[config.mk]
export PLATFORM = sky130hd
export DESIGN_NAME = processinho_core_flat
export DESIGN_NICKNAME = d
export VERILOG_FILES = /design/src/rtl/processinho_pkg.sv /design/src/rtl/processinho_if.sv /design/src/rtl/seg7_encoder.sv /design/src/rtl/processinho_core.sv /design/src/flat_wrapper.sv
export SDC_FILE = /design/constraint.sdc
export NUM_CORES = 1
export LEC_CHECK = 0
export CAP_MARGIN = 20
export CORE_UTILIZATION = 59
export CTS_CLUSTER_DIAMETER = 40
export CTS_CLUSTER_SIZE = 14
export DETAILED_ROUTE_END_ITERATION = 12
export DONT_BUFFER_PORTS = 1
export PLACE_DENSITY = 0.85
export SLEW_MARGIN = 20
export SYNTH_ARGS = -nofsm -noshare
export SYNTH_HDL_FRONTEND = slang
export SYNTH_HIERARCHICAL = 1
export SYNTH_SLANG_ARGS = --single-unit
[constraint.sdc]
create_clock -name clock -period 3.7 [get_ports clock]
set_input_delay 0.74 -clock clock [delete_from_list [all_inputs] [get_ports clock]]
set_output_delay 0.74 -clock clock [all_outputs]
set_load 0.02 [all_outputs]
[src/rtl/processinho_pkg.sv]
// Shared types and constants for the processinho datapath: opcodes, FSM states,
// seven-segment table and width helpers.
package processinho_pkg;

    typedef enum logic [3:0] {
        OP_ADD  = 4'd0,
        OP_SUB  = 4'd1,
        OP_AND  = 4'd2,
        OP_OR   = 4'd3,
        OP_XOR  = 4'd4,
        OP_NOT  = 4'd5,
        OP_SHL1 = 4'd6,
        OP_SHR1 = 4'd7,
        OP_PASS = 4'd8,
        OP_INC  = 4'd9,
        OP_DEC  = 4'd10
    } opcode_t;

    typedef enum logic [1:0] {
        ST_IDLE    = 2'd0,
        ST_EXEC    = 2'd1,
        ST_CONVERT = 2'd2,
        ST_DONE    = 2'd3
    } state_t;

    localparam int OP_W          = 4;
    localparam int DEF_NUM_REGS  = 4;
    localparam int DEF_REG_SEL_W = $clog2(DEF_NUM_REGS);

    // Active-low segments, bit0=a .. bit6=g, bit7=dp (off)
    localparam logic [7:0] SEG_BLANK = 8'hFF;
    localparam logic [7:0] SEG_TABLE [10] = '{
        8'hC0, 8'hF9, 8'hA4, 8'hB0, 8'h99,
        8'h92, 8'h82, 8'hF8, 8'h80, 8'h90
    };

    function automatic longint unsigned pow10(input int unsigned n);
        longint unsigned p;
        p = 1;
        for (int unsigned i = 0; i < n; i++) begin
            p = p * 10;
        end
        return p;
    endfunction

endpackage

[src/rtl/processinho_if.sv]
// Operand/command and result/display bundle of processinho_core.
interface processinho_if #(
    parameter int WIDTH     = 8,
    parameter int REG_SEL_W = 2,
    parameter int DIGITS    = 3
);
    logic                   load_en;
    logic [REG_SEL_W-1:0]   load_sel;
    logic [WIDTH-1:0]       operando;
    logic                   start;
    logic [3:0]             ula_operation;
    logic [REG_SEL_W-1:0]   sel_a;
    logic [REG_SEL_W-1:0]   sel_b;
    logic [REG_SEL_W-1:0]   sel_dst;
    logic                   busy;
    logic                   done;
    logic [WIDTH:0]         result;
    logic                   neg;
    logic                   err;
    logic [8*DIGITS-1:0]    hex;

    modport master (
        output load_en, load_sel, operando, start, ula_operation, sel_a, sel_b, sel_dst,
        input  busy, done, result, neg, err, hex
    );

    modport slave (
        input  load_en, load_sel, operando, start, ula_operation, sel_a, sel_b, sel_dst,
        output busy, done, result, neg, err, hex
    );

endinterface

[src/rtl/seg7_encoder.sv]
// One BCD digit to active-low seven-segment pattern; blank or non-decimal input
// turns every segment off.
module seg7_encoder
    import processinho_pkg::*;
(
    input  logic [3:0] bcd,
    input  logic       blank,
    output logic [7:0] seg
);

    always_comb begin
        seg = SEG_BLANK;
        if (!blank && (bcd < 4'd10)) begin
            seg = SEG_TABLE[bcd];
        end
    end

endmodule

[src/rtl/processinho_core.sv]
// Register file + sequenced ULA with double-dabble display conversion.
// Optional: PROCESSINHO_LEADING_ZERO_BLANK_EN blanks leading zero digits.
module processinho_core
    import processinho_pkg::*;
#(
    parameter int WIDTH    = 8,
    parameter int NUM_REGS = 4,
    parameter int DIGITS   = 3
) (
    input logic          clock,
    input logic          reset,
    processinho_if.slave bus
);

    localparam int REG_SEL_W = $clog2(NUM_REGS);
    localparam int CNT_W     = $clog2(WIDTH + 1);
    localparam int BCD_W     = 4 * DIGITS;
    localparam longint unsigned BIN_MAX = (longint'(1) << (WIDTH + 1)) - 1;

    if (WIDTH < 2) begin : g_bad_width
        $error("processinho_core: WIDTH must be >= 2");
    end
    if ((NUM_REGS < 2) || ((1 << REG_SEL_W) != NUM_REGS)) begin : g_bad_regs
        $error("processinho_core: NUM_REGS must be a power of two >= 2");
    end
    if (pow10(DIGITS) <= BIN_MAX) begin : g_bad_digits
        $error("processinho_core: DIGITS too small for WIDTH+1 bit magnitude");
    end

    state_t                 state;
    logic [WIDTH-1:0]       rf [NUM_REGS];
    logic [3:0]             op_q;
    logic [REG_SEL_W-1:0]   a_q;
    logic [REG_SEL_W-1:0]   b_q;
    logic [REG_SEL_W-1:0]   dst_q;
    logic [WIDTH:0]         result_q;
    logic                   neg_q;
    logic                   err_q;
    logic [WIDTH:0]         sh;
    logic [BCD_W-1:0]       bcd;
    logic [CNT_W-1:0]       cnt;
    logic [BCD_W-1:0]       disp_q;

    logic [WIDTH-1:0]       opa;
    logic [WIDTH-1:0]       opb;
    logic [WIDTH:0]         r_full;
    logic [WIDTH-1:0]       rf_wdata;
    logic                   wr_en;
    logic                   neg_n;
    logic                   err_n;
    logic [BCD_W-1:0]       bcd_adj;
    logic [BCD_W-1:0]       bcd_next;
    logic [DIGITS-1:0]      blank;
    logic [8*DIGITS-1:0]    hex_w;

    assign opa = rf[a_q];
    assign opb = rf[b_q];

    // SUB writes the wrapped difference but displays the magnitude
    always_comb begin
        r_full = '0;
        wr_en  = 1'b1;
        neg_n  = 1'b0;
        err_n  = 1'b0;
        case (op_q)
            OP_ADD:  r_full = {1'b0, opa} + {1'b0, opb};
            OP_SUB: begin
                neg_n  = (opa < opb);
                r_full = {1'b0, neg_n ? (opb - opa) : (opa - opb)};
            end
            OP_AND:  r_full = {1'b0, opa & opb};
            OP_OR:   r_full = {1'b0, opa | opb};
            OP_XOR:  r_full = {1'b0, opa ^ opb};
            OP_NOT:  r_full = {1'b0, ~opa};
            OP_SHL1: r_full = {opa, 1'b0};
            OP_SHR1: r_full = {2'b00, opa[WIDTH-1:1]};
            OP_PASS: r_full = {1'b0, opa};
            OP_INC:  r_full = {1'b0, opa} + (WIDTH + 1)'(1);
            OP_DEC:  r_full = {1'b0, opa - WIDTH'(1)};
            default: begin
                wr_en = 1'b0;
                err_n = 1'b1;
            end
        endcase
        rf_wdata = (op_q == OP_SUB) ? (opa - opb) : r_full[WIDTH-1:0];
    end

    always_comb begin
        bcd_adj = '0;
        for (int unsigned i = 0; i < DIGITS; i++) begin
            bcd_adj[4*i +: 4] = (bcd[4*i +: 4] >= 4'd5) ? (bcd[4*i +: 4] + 4'd3)
                                                         : bcd[4*i +: 4];
        end
        bcd_next = {bcd_adj[BCD_W-2:0], sh[WIDTH]};
    end

    always_ff @(posedge clock or negedge reset) begin
        if (!reset) begin
            state    <= ST_IDLE;
            op_q     <= '0;
            a_q      <= '0;
            b_q      <= '0;
            dst_q    <= '0;
            result_q <= '0;
            neg_q    <= 1'b0;
            err_q    <= 1'b0;
            sh       <= '0;
            bcd      <= '0;
            cnt      <= '0;
            disp_q   <= '0;
            for (int unsigned i = 0; i < NUM_REGS; i++) begin
                rf[i] <= '0;
            end
        end else begin
            case (state)
                ST_IDLE: begin
                    if (bus.load_en) begin
                        rf[bus.load_sel] <= bus.operando;
                    end
                    if (bus.start) begin
                        op_q  <= bus.ula_operation;
                        a_q   <= bus.sel_a;
                        b_q   <= bus.sel_b;
                        dst_q <= bus.sel_dst;
                        state <= ST_EXEC;
                    end
                end
                ST_EXEC: begin
                    if (wr_en) begin
                        rf[dst_q] <= rf_wdata;
                    end
                    result_q <= r_full;
                    neg_q    <= neg_n;
                    err_q    <= err_n;
                    sh       <= r_full;
                    bcd      <= '0;
                    cnt      <= '0;
                    state    <= ST_CONVERT;
                end
                ST_CONVERT: begin
                    bcd <= bcd_next;
                    sh  <= {sh[WIDTH-1:0], 1'b0};
                    cnt <= cnt + CNT_W'(1);
                    // Display registers take the final shift directly so hex never sees partial values
                    if (cnt == CNT_W'(WIDTH)) begin
                        disp_q <= bcd_next;
                        state  <= ST_DONE;
                    end
                end
                ST_DONE: state <= ST_IDLE;
                default: state <= ST_IDLE;
            endcase
        end
    end

`ifdef PROCESSINHO_LEADING_ZERO_BLANK_EN
    always_comb begin
        logic lead;
        lead  = 1'b1;
        blank = '0;
        for (int unsigned k = 1; k < DIGITS; k++) begin
            lead               = lead & (disp_q[4*(DIGITS-k) +: 4] == 4'd0);
            blank[DIGITS-k]    = lead;
        end
    end
`else
    assign blank = '0;
`endif

    for (genvar g = 0; g < DIGITS; g++) begin : g_digit
        seg7_encoder u_seg (
            .bcd   (disp_q[4*g +: 4]),
            .blank (blank[g]),
            .seg   (hex_w[8*g +: 8])
        );
    end

    assign bus.busy   = (state != ST_IDLE);
    assign bus.done   = (state == ST_DONE);
    assign bus.result = result_q;
    assign bus.neg    = neg_q;
    assign bus.err    = err_q;
    assign bus.hex    = hex_w;

endmodule

[src/flat_wrapper.sv]
// flat-port wrapper written by rule: the top's interface ports become plain ports
module processinho_core_flat import processinho_pkg::*;
#(
    parameter int WIDTH    = 8,
    parameter int NUM_REGS = 4,
    parameter int DIGITS   = 3
)
  (clock, reset, bus_load_en, bus_load_sel, bus_operando, bus_start, bus_ula_operation, bus_sel_a, bus_sel_b, bus_sel_dst, bus_busy, bus_done, bus_result, bus_neg, bus_err, bus_hex);
  processinho_if #(.WIDTH(WIDTH), .REG_SEL_W((2)), .DIGITS(DIGITS)) bus_i ();
  input logic clock;
  input logic reset;
  input wire logic [$bits(bus_i.load_en)-1:0] bus_load_en;
  input wire logic [$bits(bus_i.load_sel)-1:0] bus_load_sel;
  input wire logic [$bits(bus_i.operando)-1:0] bus_operando;
  input wire logic [$bits(bus_i.start)-1:0] bus_start;
  input wire logic [$bits(bus_i.ula_operation)-1:0] bus_ula_operation;
  input wire logic [$bits(bus_i.sel_a)-1:0] bus_sel_a;
  input wire logic [$bits(bus_i.sel_b)-1:0] bus_sel_b;
  input wire logic [$bits(bus_i.sel_dst)-1:0] bus_sel_dst;
  output wire logic [$bits(bus_i.busy)-1:0] bus_busy;
  output wire logic [$bits(bus_i.done)-1:0] bus_done;
  output wire logic [$bits(bus_i.result)-1:0] bus_result;
  output wire logic [$bits(bus_i.neg)-1:0] bus_neg;
  output wire logic [$bits(bus_i.err)-1:0] bus_err;
  output wire logic [$bits(bus_i.hex)-1:0] bus_hex;
  assign bus_i.load_en = bus_load_en;
  assign bus_i.load_sel = bus_load_sel;
  assign bus_i.operando = bus_operando;
  assign bus_i.start = bus_start;
  assign bus_i.ula_operation = bus_ula_operation;
  assign bus_i.sel_a = bus_sel_a;
  assign bus_i.sel_b = bus_sel_b;
  assign bus_i.sel_dst = bus_sel_dst;
  assign bus_busy = bus_i.busy;
  assign bus_done = bus_i.done;
  assign bus_result = bus_i.result;
  assign bus_neg = bus_i.neg;
  assign bus_err = bus_i.err;
  assign bus_hex = bus_i.hex;
  processinho_core #(.WIDTH(WIDTH), .NUM_REGS(NUM_REGS), .DIGITS(DIGITS)) u_core (.clock(clock), .reset(reset), .bus(bus_i));
endmodule
=== After elaboration in Yosys (flattened, before gate mapping) ===
Memory sizes are Yosys's and may differ from the RTL's.
Cells that the tools add are included.

* Word-level logic and storage cells: 124
* Latch bits: 0
* Bits in read-only memories: 384
* Memories kept: 3
* RAM bits: 0
* Register bits: 92
* Output and inout port bits: 37

* Eq/ne operators: 18
* Reductions and logical operators: 12
* Divide/modulo/power cells: 0
* Multipliers: 0
* Order comparisons: 16
* Bitwise gates (word level): 11
* Mux-type cells: 39
* Add/subtract/negate cells: 9
* Shift-type cells: 0

{| class="wikitable"
|+ Memories
! name !! depth !! bits a word !! rd ports !! clocked after Yosys merged registers in !! wr ports !! line !! source
|-
| (no name shown) || 16 || 8 || 1 || 0 || 0 || seg7_encoder.sv:14 || <nowiki>seg = SEG_TABLE[bcd];</nowiki>
|-
| (no name shown) || 16 || 8 || 1 || 0 || 0 || seg7_encoder.sv:14 ||
|-
| (no name shown) || 16 || 8 || 1 || 0 || 0 || seg7_encoder.sv:14 ||
|}

{| class="wikitable"
|+ Operator list
! kind !! count
|-
| 2-to-1 mux 8 bit || 17
|-
| case mux 9 bit (11 select lines) || 1
|-
| bitwise mux 32 bit || 2
|-
| 2-to-1 mux 32 bit || 2
|-
| case mux 32 bit (2 select lines) || 1
|-
| binary-select mux 8 bit (select 2 bit) || 2
|-
| demux 8 bit (select 2 bit) || 2
|-
| case mux 12 bit (2 select lines) || 1
|-
| case mux 9 bit (2 select lines) || 1
|-
| equality test 4 x 3 -> 1 bit, second input constant || 4
|-
| equality test 4 bit, second input constant || 4
|-
| subtractor 8 bit || 2
|-
| >= comparator 5 bit, second input constant || 3
|-
| inverter 4 -> 5 bit || 3
|-
| >= comparator 3 bit, second input constant || 4
|-
| >= comparator 4 x 3 -> 1 bit, second input constant || 3
|-
| < comparator 4 bit, second input constant || 3
|-
| inverter 2 -> 3 bit || 4
|-
| OR reduction 11 bit || 1
|-
| adder 8 x 1 -> 9 bit, second input constant || 1
|-
| adder 8 x 8 -> 9 bit || 1
|-
| adder 4 x 2 -> 4 bit, second input constant || 2
|-
| AND 8 bit || 1
|-
| equality test 4 x 2 -> 1 bit, second input constant || 2
|-
| 25 further kinds || 38
|}

=== Longest topological paths before layout ===
* Depth after elaboration: 11
* Mapped depth: 15
* Depth with buffers taken out: 13

=== Modules after synthesis ===
Netlist, hierarchy kept.

{| class="wikitable"
|+ By module, submodules not included
! module !! cells an instance !! sequential area each (sq um) !! area each (sq um) !! times used
|-
| processinho_core || 776 || 2302.2 || 6994.2 || 1
|-
| seg7_encoder || 33 || 0.0 || 235.2 || 3
|}

=== Worst setup path before layout ===
No wires, ideal clock.

* Kind: register -> register
* Start point: register u_core.b_q[0]
* End point: register u_core.sh[1]
* Path buffers: 2
* Slack: 224 ps
* Cell stages (with the launch flop): 13
* Arrival: 3344 ps
* Setup time: 132 ps
* Required time: 3568 ps
* Cell sequence: dfrtp_1 > clkbuf_1 > mux4_2 > inv_1 > ha_1 > buf_2 > nor3_2 > o21ai_1 > a211o_1 > nand2_1 > mux2_2 > a211oi_1 > o22ai_1

* Longest elaborated chain between the ends: 8
* Elaborated cells on any way between the ends: 14
* Those cells by class: 3 x add/sub; 1 x order compare; 6 x mux; 4 x bitwise

{| class="wikitable"
|+ RTL lines
! what !! line !! source
|-
| from (decl) || processinho_core.sv:34 || <nowiki>logic [REG_SEL_W-1:0] b_q;</nowiki>
|-
| from (signal assigned) || processinho_core.sv:123 || <nowiki>b_q <= bus.sel_b;</nowiki>
|-
| inverter 2 -> 3 bit (not written as such) * || processinho_core.sv:57 || <nowiki>assign opb = rf[b_q];</nowiki>
|-
| binary-select mux 8 bit (select 2 bit) * || processinho_core.sv:57 ||
|-
| 2-to-1 mux 8 bit (not written as such) * (2 in series) || processinho_core.sv:57 ||
|-
| subtractor 8 bit or < comparator 8 bit (tied branches) || processinho_core.sv:69, processinho_core.sv:68 ||
|-
| 2-to-1 mux 8 bit || processinho_core.sv:69 || <nowiki>r_full = {1'b0, neg_n ? (opb - opa) : (opa - opb)};</nowiki>
|-
| case mux 9 bit (11 select lines) * || processinho_core.sv:65 || <nowiki>case (op_q)</nowiki>
|-
| case mux 9 bit (2 select lines) * || processinho_core.sv:115 || <nowiki>case (state)</nowiki>
|-
| to (signal assigned) || processinho_core.sv:135 || <nowiki>sh <= r_full;</nowiki>
|-
| to (signal assigned) || processinho_core.sv:142 || <nowiki>sh <= {sh[WIDTH-1:0], 1'b0};</nowiki>
|-
| to (decl) || processinho_core.sv:39 || <nowiki>logic [WIDTH:0] sh;</nowiki>
|}

Mark *: on every way between the ends. The rest lies on a longest branch, timed or not. The select of a mux whose other input is x is not followed.
A chain may end at the register's enable or synchronous reset.

=== Worst setup path after layout ===
* Start point: register u_core.a_q[0]
* End point: register u_core/rf[14] (netlist bit)

* Longest elaborated chain between the ends: 11
* Elaborated cells on any way between the ends: 20
* Those cells by class: 5 x add/sub; 1 x order compare; 9 x mux; 5 x bitwise

{| class="wikitable"
|+ RTL lines
! what !! line !! source
|-
| from (decl) || processinho_core.sv:33 || <nowiki>logic [REG_SEL_W-1:0] a_q;</nowiki>
|-
| from (signal assigned) || processinho_core.sv:122 || <nowiki>a_q <= bus.sel_a;</nowiki>
|-
| inverter 2 -> 3 bit (not written as such) * || processinho_core.sv:56 || <nowiki>assign opa = rf[a_q];</nowiki>
|-
| binary-select mux 8 bit (select 2 bit) * || processinho_core.sv:56 ||
|-
| 2-to-1 mux 8 bit (not written as such) * (2 in series) || processinho_core.sv:56 ||
|-
| subtractor 8 bit (tied with other cells) || processinho_core.sv:69, processinho_core.sv:85 ||
|-
| 2-to-1 mux 8 bit || processinho_core.sv:69 ||
|-
| case mux 9 bit (11 select lines) || processinho_core.sv:65 ||
|-
| 2-to-1 mux 8 bit * || processinho_core.sv:85 || <nowiki>rf_wdata = (op_q == OP_SUB) ? (opa - opb) : r_full[WIDTH-1:0];</nowiki>
|-
| bitwise mux 32 bit * || processinho_core.sv:130 || <nowiki>rf[dst_q] <= rf_wdata;</nowiki>
|-
| 2-to-1 mux 32 bit * || processinho_core.sv:129 || <nowiki>if (wr_en) begin</nowiki>
|-
| case mux 32 bit (2 select lines) * || processinho_core.sv:115 ||
|-
| to (signal, indexed assignment) || processinho_core.sv:118 || <nowiki>rf[bus.load_sel] <= bus.operando;</nowiki>
|-
| to (signal, indexed assignment) || processinho_core.sv:130 ||
|-
| to (decl) || processinho_core.sv:31 || <nowiki>logic [WIDTH-1:0] rf [NUM_REGS];</nowiki>
|}

Marks and branches as above.

==> reports/qor.txt <==
Simple-Gate Fraction of Synth Area - 17.7%
top-area cell type share of the netlist area - 29.9%
Critical Path Source Type - flop
setup_tns - 0 ns
post-synthesis mux area share - 8.63%
fraction of registers with async set/reset - 100%
clock root cell - clkbuf_16
largest net degree at the start of global routing - 93
die area - 0.0135 sq mm
Clock Path Buffers - 2
synth top area cells - dfrtp_1 30%, ha_1 11%, o21ai_0 5.5%
Distinct cells, synth - 77
worst hold margin - 0.0765 ns
Synth Area in Adders - 11.8%
DR WL/cell - 19.2 microns
Critical Path End - u_core/rf[14]
R2R Setup Slk - 0.22 ns
Clock transition at path regs - 0.07 ns
area grow syn2layout - 7.34%
Iter 0 DRT Violations - 463
Final ANT Viol Nets - 0
cell taking the most area after synthesis - dfrtp_1
first-pass GRT wire length - 32.6 mm
CTS tree - built
Mean Syn Cell Area - 8.80 sq um
Max Cap Viol - 0
CP endpoint kind - flop
reg-to-reg startpoint - u_core/a_q[0]
CP Class - flop to flop
highest clock rate - 287 MHz
total track usage - 31.6%
number of hold buffers added after CTS - 0
first-pass detailed-route iteration total - 5
clk sinks - 92
vias post-DR - 6745
FP Rows - 41
clk_skew - 0.00889 ns
Ys Warns - 6
slew margin rel. - 38.5%
nets@finish - 981
register bit total from synthesis - 92
largest fanout on the critical path - 10
post-synthesis sequential area ratio - 29.9%
# DRC - 0
final worst path period need - 3.48 ns
Detailed Route WL - 20.4 mm
total CTS buffers - 9
Setup crit start - u_core/a_q[0]
crit share post-route - 94.1%
DP Cell Count - 1045
largest family of logic cells by synthesized area - compound AO/OA/AOI/OAI gates
final hold vios - 0
Detailed Place HPWL - 15.3 mm
Worst-Margin Slew - 0.916 ns
Core Util, Final - 65.2%
Synth Flop Type - dfrtp_1
Post-Syn Area - 0.00770 sq mm
CP required - 3.91 ns
Syn Inst Count - 875
area share of xor/xnor cells in the synthesized design - 1.82%
unrepaired setup endpoints after global routing - false
initial antenna violation count - 0
final setup violation count - 0
Core Area - 0.0127 sq mm
Slew Viols, Final - 0
Final Wtd Congestion - 1.01
arrival time worst endpoint - 3.69 ns
most numerous cell in the Yosys netlist - dfrtp_1
IO Port Bufs - 0
Clk Latency, worst-skew pair - 0.36 ns
number of global-route vias before repair - 6408
I/O Pins - 61
FF-to-FF End - u_core/rf[14]
top cells by count, synth - 92 x dfrtp_1, 85 x o21ai_0, 68 x ha_1, 67 x inv_1, 64 x nand2_1
Hold Path Class - input port to async pin
vias per cell - 6.35
# diodes - 0
status - completed
post-route non-filler standard cell count - 1063
R2R depth - 9
area fraction in compound gates after synthesis - 23.2%
EDFF count, synth - 0
H-tree Lvls - 3
layout cells sized above 1 - 11.6%
Die Wd - 116 microns
initial core utilization - 60.8%
GR Overflow Total - 0
Die H - 116 microns
## critical path, cell delays in order, from the launching register on
cell and delay (ns):
dfrtp_2 0.53, mux4_1 0.78, inv_1 0.26, ha_1 0.38
a32oi_1 0.21, o2bb2ai_1 0.09, a211oi_1 0.22, o21ai_1 0.13
o31ai_2 0.53, o21ai_0 0.18
## per-stage QoR
step	worst slack [ns]	area, sq um
after floorplan	0.224	7770
after global placement	0.201	7940
after detailed placement	0.130	7940
after CTS	0.0968	8240
after global routing	0.00567	8270
final	0.219	8270
## what timing repair did
item,CTS,global route
resized for setup,0,3
setup buffers,0,2
endpoints found under the setup margin,0,24
## worst min-delay path by stage
stage	endpoint	slack (ns)	cells past startpoint
final	u_core/rf[5]	0.08	0
after global routing	u_core/rf[5]	0.07	0
after CTS	u_core/rf[28]	0.07	0
after detailed placement	u_core/rf[4]	0.45	0
after global placement	u_core/rf[4]	0.45	0
after floorplan	u_core/a_q[0]	0.44	0
## cells by family (layout without fill, tap and decap cells)
logic type               Yosys count  in the layout
AO/OA/AOI/OAI                    280            280
XOR/XNOR                          16             16
adder cells (fa/ha/maj)           71             71
buffers and inverters            116            112
flip-flops                        92             92
multiplexers                      42             42
other                              4             24
AND/OR/NAND/NOR                  254            254
## registers in the layout (all words and copies together) (netlist names), 4 cells and up
signal	flops
u_core/rf	32
u_core/bcd	12
u_core/cnt	4
u_core/sh	9
u_core/op_q	4
u_core/bus.result	9
u_core/disp_q	12
## routing by layer
| layer | GRT usage (%) | share of wire [%] | routed length (microns) |
|---|---|---|---|
| met5 | 0 | 0 | 0 |
| met4 | 15.0 | 3.3 | 671 |
| met3 | 7.52 | 9.1 | 1850 |
| met2 | 50.6 | 47 | 9620 |
| met1 | 40.5 | 41 | 8290 |
## layout by cell type (no fill, tap or decap), drive strengths merged, types with 24 or more instances in the layout
cell type / synthesis / layout
a21oi: 60 / 60
buf: 19 / 29
conb: 4 / 24
dfrtp: 92 / 92
ha: 68 / 68
inv: 67 / 70
nand2: 64 / 64
nand2b: 25 / 25
nor2: 49 / 49
nor3: 26 / 26
o21ai: 94 / 94
## layout make-up
| type | instances | area (sq um) |
|---|---|---|
| Timing Repair Buffer | 29 | 218 |
| Sequential cell | 92 | 2300 |
| Tap cell | 172 | 215 |
| Fill cell | 1053 | 4410 |
| Clock buffer | 9 | 225 |
| Clock inverter | 7 | 81.3 |
| Inverter | 67 | 251 |
| Multi-Input combinational cell | 687 | 4970 |
Power is left out: the tool's default activity adds up to more than one toggle a clock period on the data nets, which glitch-free logic cannot reach.
==> variant: new RTL, config.mk and constraints unchanged <==
The 4 states of `state_t` get a Gray code encoding in 2 bits.
--- a/src/rtl/processinho_pkg.sv
+++ b/src/rtl/processinho_pkg.sv
@@ -19,6 +19,6 @@
     typedef enum logic [1:0] {
-        ST_IDLE    = 2'd0,
-        ST_EXEC    = 2'd1,
-        ST_CONVERT = 2'd2,
-        ST_DONE    = 2'd3
+        ST_IDLE    = 2'b00,
+        ST_EXEC    = 2'b01,
+        ST_CONVERT = 2'b11,
+        ST_DONE    = 2'b10
     } state_t;
Formal check against the unedited RTL: no difference found for any inputs over 4 cycles, from zero or initial values and one cycle with reset low; so few cycles prove little.
==> variant against the original RTL <==
- routed wire length fell by 5.3%
- count of clock-buffer cells in the layout grew 2
- sequential cell count unchanged
- global-route usage fell by 0.30 points
- synthesized area decreased by 3.4%
- setup slack lost 0.061 ns
- non-clock buffer count fell by 5
- cell area is 3.2% lower
- highest routed layer unchanged
Power is left out: the tool's default activity adds up to more than one toggle a clock period on the data nets, which glitch-free logic cannot reach.
==> variant: results (changes against the original RTL) <==
| Metric | Value |
|---|---|
| Outcome | finished, final reports clean (unchanged) |
| Ant. Diodes | 0 (unchanged) |
| Setup Buffers After CTS | 0 (unchanged) |
| DP Worst Slack | 0.1028 ns (was 0.1301 ns) |
| Biggest regs | u_core/rf x32, u_core/bcd x12, u_core/disp_q x12 (unchanged) |
| Clock sink total | 92 (unchanged) |
| Dpl hpwl | 14,340 um (was 15,310 um) |
| Number of non-clock inverters | 52 (was 67) |
| First-pass GRT wire length | 31,640 um (was 32,640 um) |
| Drt pass-1 iters | 6 (was 5) |
| Largest stage delay, worst path | 0.63 ns (was 0.78 ns) |
| Non-clk bufs | 24 (was 29) |
| Detailed Route WL | 19,350 um (was 20,430 um) |
| Flop2flop setup slack | 0.16 ns (was 0.22 ns) |
| Vias | 6,396 (was 6,745) |
| Syn avg cell area | 8.981 um2 (was 8.800 um2) |
| Sequential cell area share | 28.79% (was 27.88%) |
| Slew headroom | 43.70% (was 38.47%) |
| Fraction of area in multi-input gates | 60.42% (was 60.13%) |
| Seq/Total Area, Yosys | 30.96% (was 29.90%) |
| CTS max path bufs | 2 (unchanged) |
| Clock-pin slew on the worst setup and hold paths | 0.07 ns (about the same) |
| Critical Path Slowest Stage Cell | mux4_2 (was mux4_1) |
| Largest net degree at the start of global routing | 93 (unchanged) |
| Gr ovfl total | 0 (unchanged) |
| Yosys warning total | 6 (unchanged) |
| Signal buffers share of area | 2.253% (was 2.634%) |
| Crit path DAT | 3.78 ns (was 3.69 ns) |
| Number of global-route vias before repair | 5,988 (was 6,408) |
| Hold WC Path Type | input pin to async pin (unchanged) |
| IO buf count | 0 (unchanged) |
| Post-CTS Resized | 0 (unchanged) |
| Vias per Instance | 6.320 (was 6.345) |
| Skew final | 0.007564 ns (was 0.008888 ns) |
| Post-DP Area | 7684 um2 (was 7936 um2) |
| CP max FO | 8 (was 10) |
| Period utilization | 95.72% (was 94.08%) |
| Synth area leaders | dfrtp_1 31%, ha_1 11%, mux4_2 4.5%, o21ai_0 4.4%, nand2_1 4.0% (was dfrtp_1 30%, ha_1 11%, o21ai_0 5.5%, mux4_2 4.1%, a21oi_1 3.8%) |
| Cells after DPL | 997 (was 1,045) |
| Largest class | multi-input gates (unchanged) |
| Synth cell count leaders | 92 x dfrtp_1, 80 x nand2_1, 65 x o21ai_0 (was 92 x dfrtp_1, 85 x o21ai_0, 68 x ha_1) |
| Post-synth EDFFs | 0 (unchanged) |
| Fillers | 985 (was 1,053) |
| Antenna violations before repair | 0 (unchanged) |
| CLK BUF | 11 (was 9) |
| Library cells used by synthesis | 66 (was 77) |
| Clock Network Area Fraction | 3.473% (was 3.709%) |
| Share of cells above drive strength 1 | 10.31% (was 11.56%) |
| Inserted Clock Buffers | 9 (unchanged) |
| CTS root buf | clkbuf_16 (unchanged) |
| Syn-to-layout area delta | 7.555% (was 7.345%) |
| Multi-input gates | 661 (was 687) |
| Hold WS | 0.07711 ns (was 0.07647 ns) |
| Starting DRT DRC Count | 646 (was 463) |
| Gp weighted congestion | 0.9567 (was 1.011) |
| GRT Util Overall | 31.33% (was 31.62%) |
| Final Net Count | 930 (was 981) |
variant: worst register-to-register path, delay by kind of cell (launching register included):
kind	cells	cell delay, ns
muxes	1	0.64
xor gates and xnor gates	1	0.15
buffers and inverters	3	0.54
adders and majority gates	1	0.29
AOI/OAI and AO/OA	5	1.40
DFF	1	0.43
variant: path summary, 6_finish.rpt:
| kind | start | to | cells past startpoint |
|---|---|---|---|
| hold reg to reg | u_core/rf[8]$_DFFE_PN0P_ | u_core/rf[8]$_DFFE_PN0P_ | 2 |
| setup / recovery | u_core/a_q[0]$_DFFE_PN0P_ | u_core/rf[7]$_DFFE_PN0P_ | 11 |
| hold / removal | reset | u_core/disp_q[11]$_DFFE_PN0P_ | 0 |
| min in group clock | u_core/rf[8]$_DFFE_PN0P_ | u_core/rf[8]$_DFFE_PN0P_ | 2 |
| setup reg to reg | u_core/a_q[0]$_DFFE_PN0P_ | u_core/rf[7]$_DFFE_PN0P_ | 11 |
| max in group asynchronous | reset | u_core/a_q[1]$_DFFE_PN0P_ | 0 |
variant: cell families (layout without fill, tap and decap cells):
kind of cell             after synthesis  after routing  share of synthesized area (%)
AND/OR/NAND/NOR                      253            253                          17.33
AO/OA/AOI/OAI                        248            248                          22.21
buffers and inverters                 95             91                          5.553
flip-flops                            92             92                          30.96
adder cells (fa/ha/maj)               66             66                          11.41
multiplexers                          53             53                          10.33
XOR/XNOR                              17             17                          2.002
other                                  4             24                         0.2019
variant: metal layers:
layer	routed length (um)	part of all wire (%)	GRT usage (%)	vias to the layer above
met5	0	0	0	-
met4	647	3.3	13.94	0
met3	1702	8.8	6.247	49
met2	8582	44	45.25	316
met1	8418	44	45.50	3023
li1	-	-	-	3008
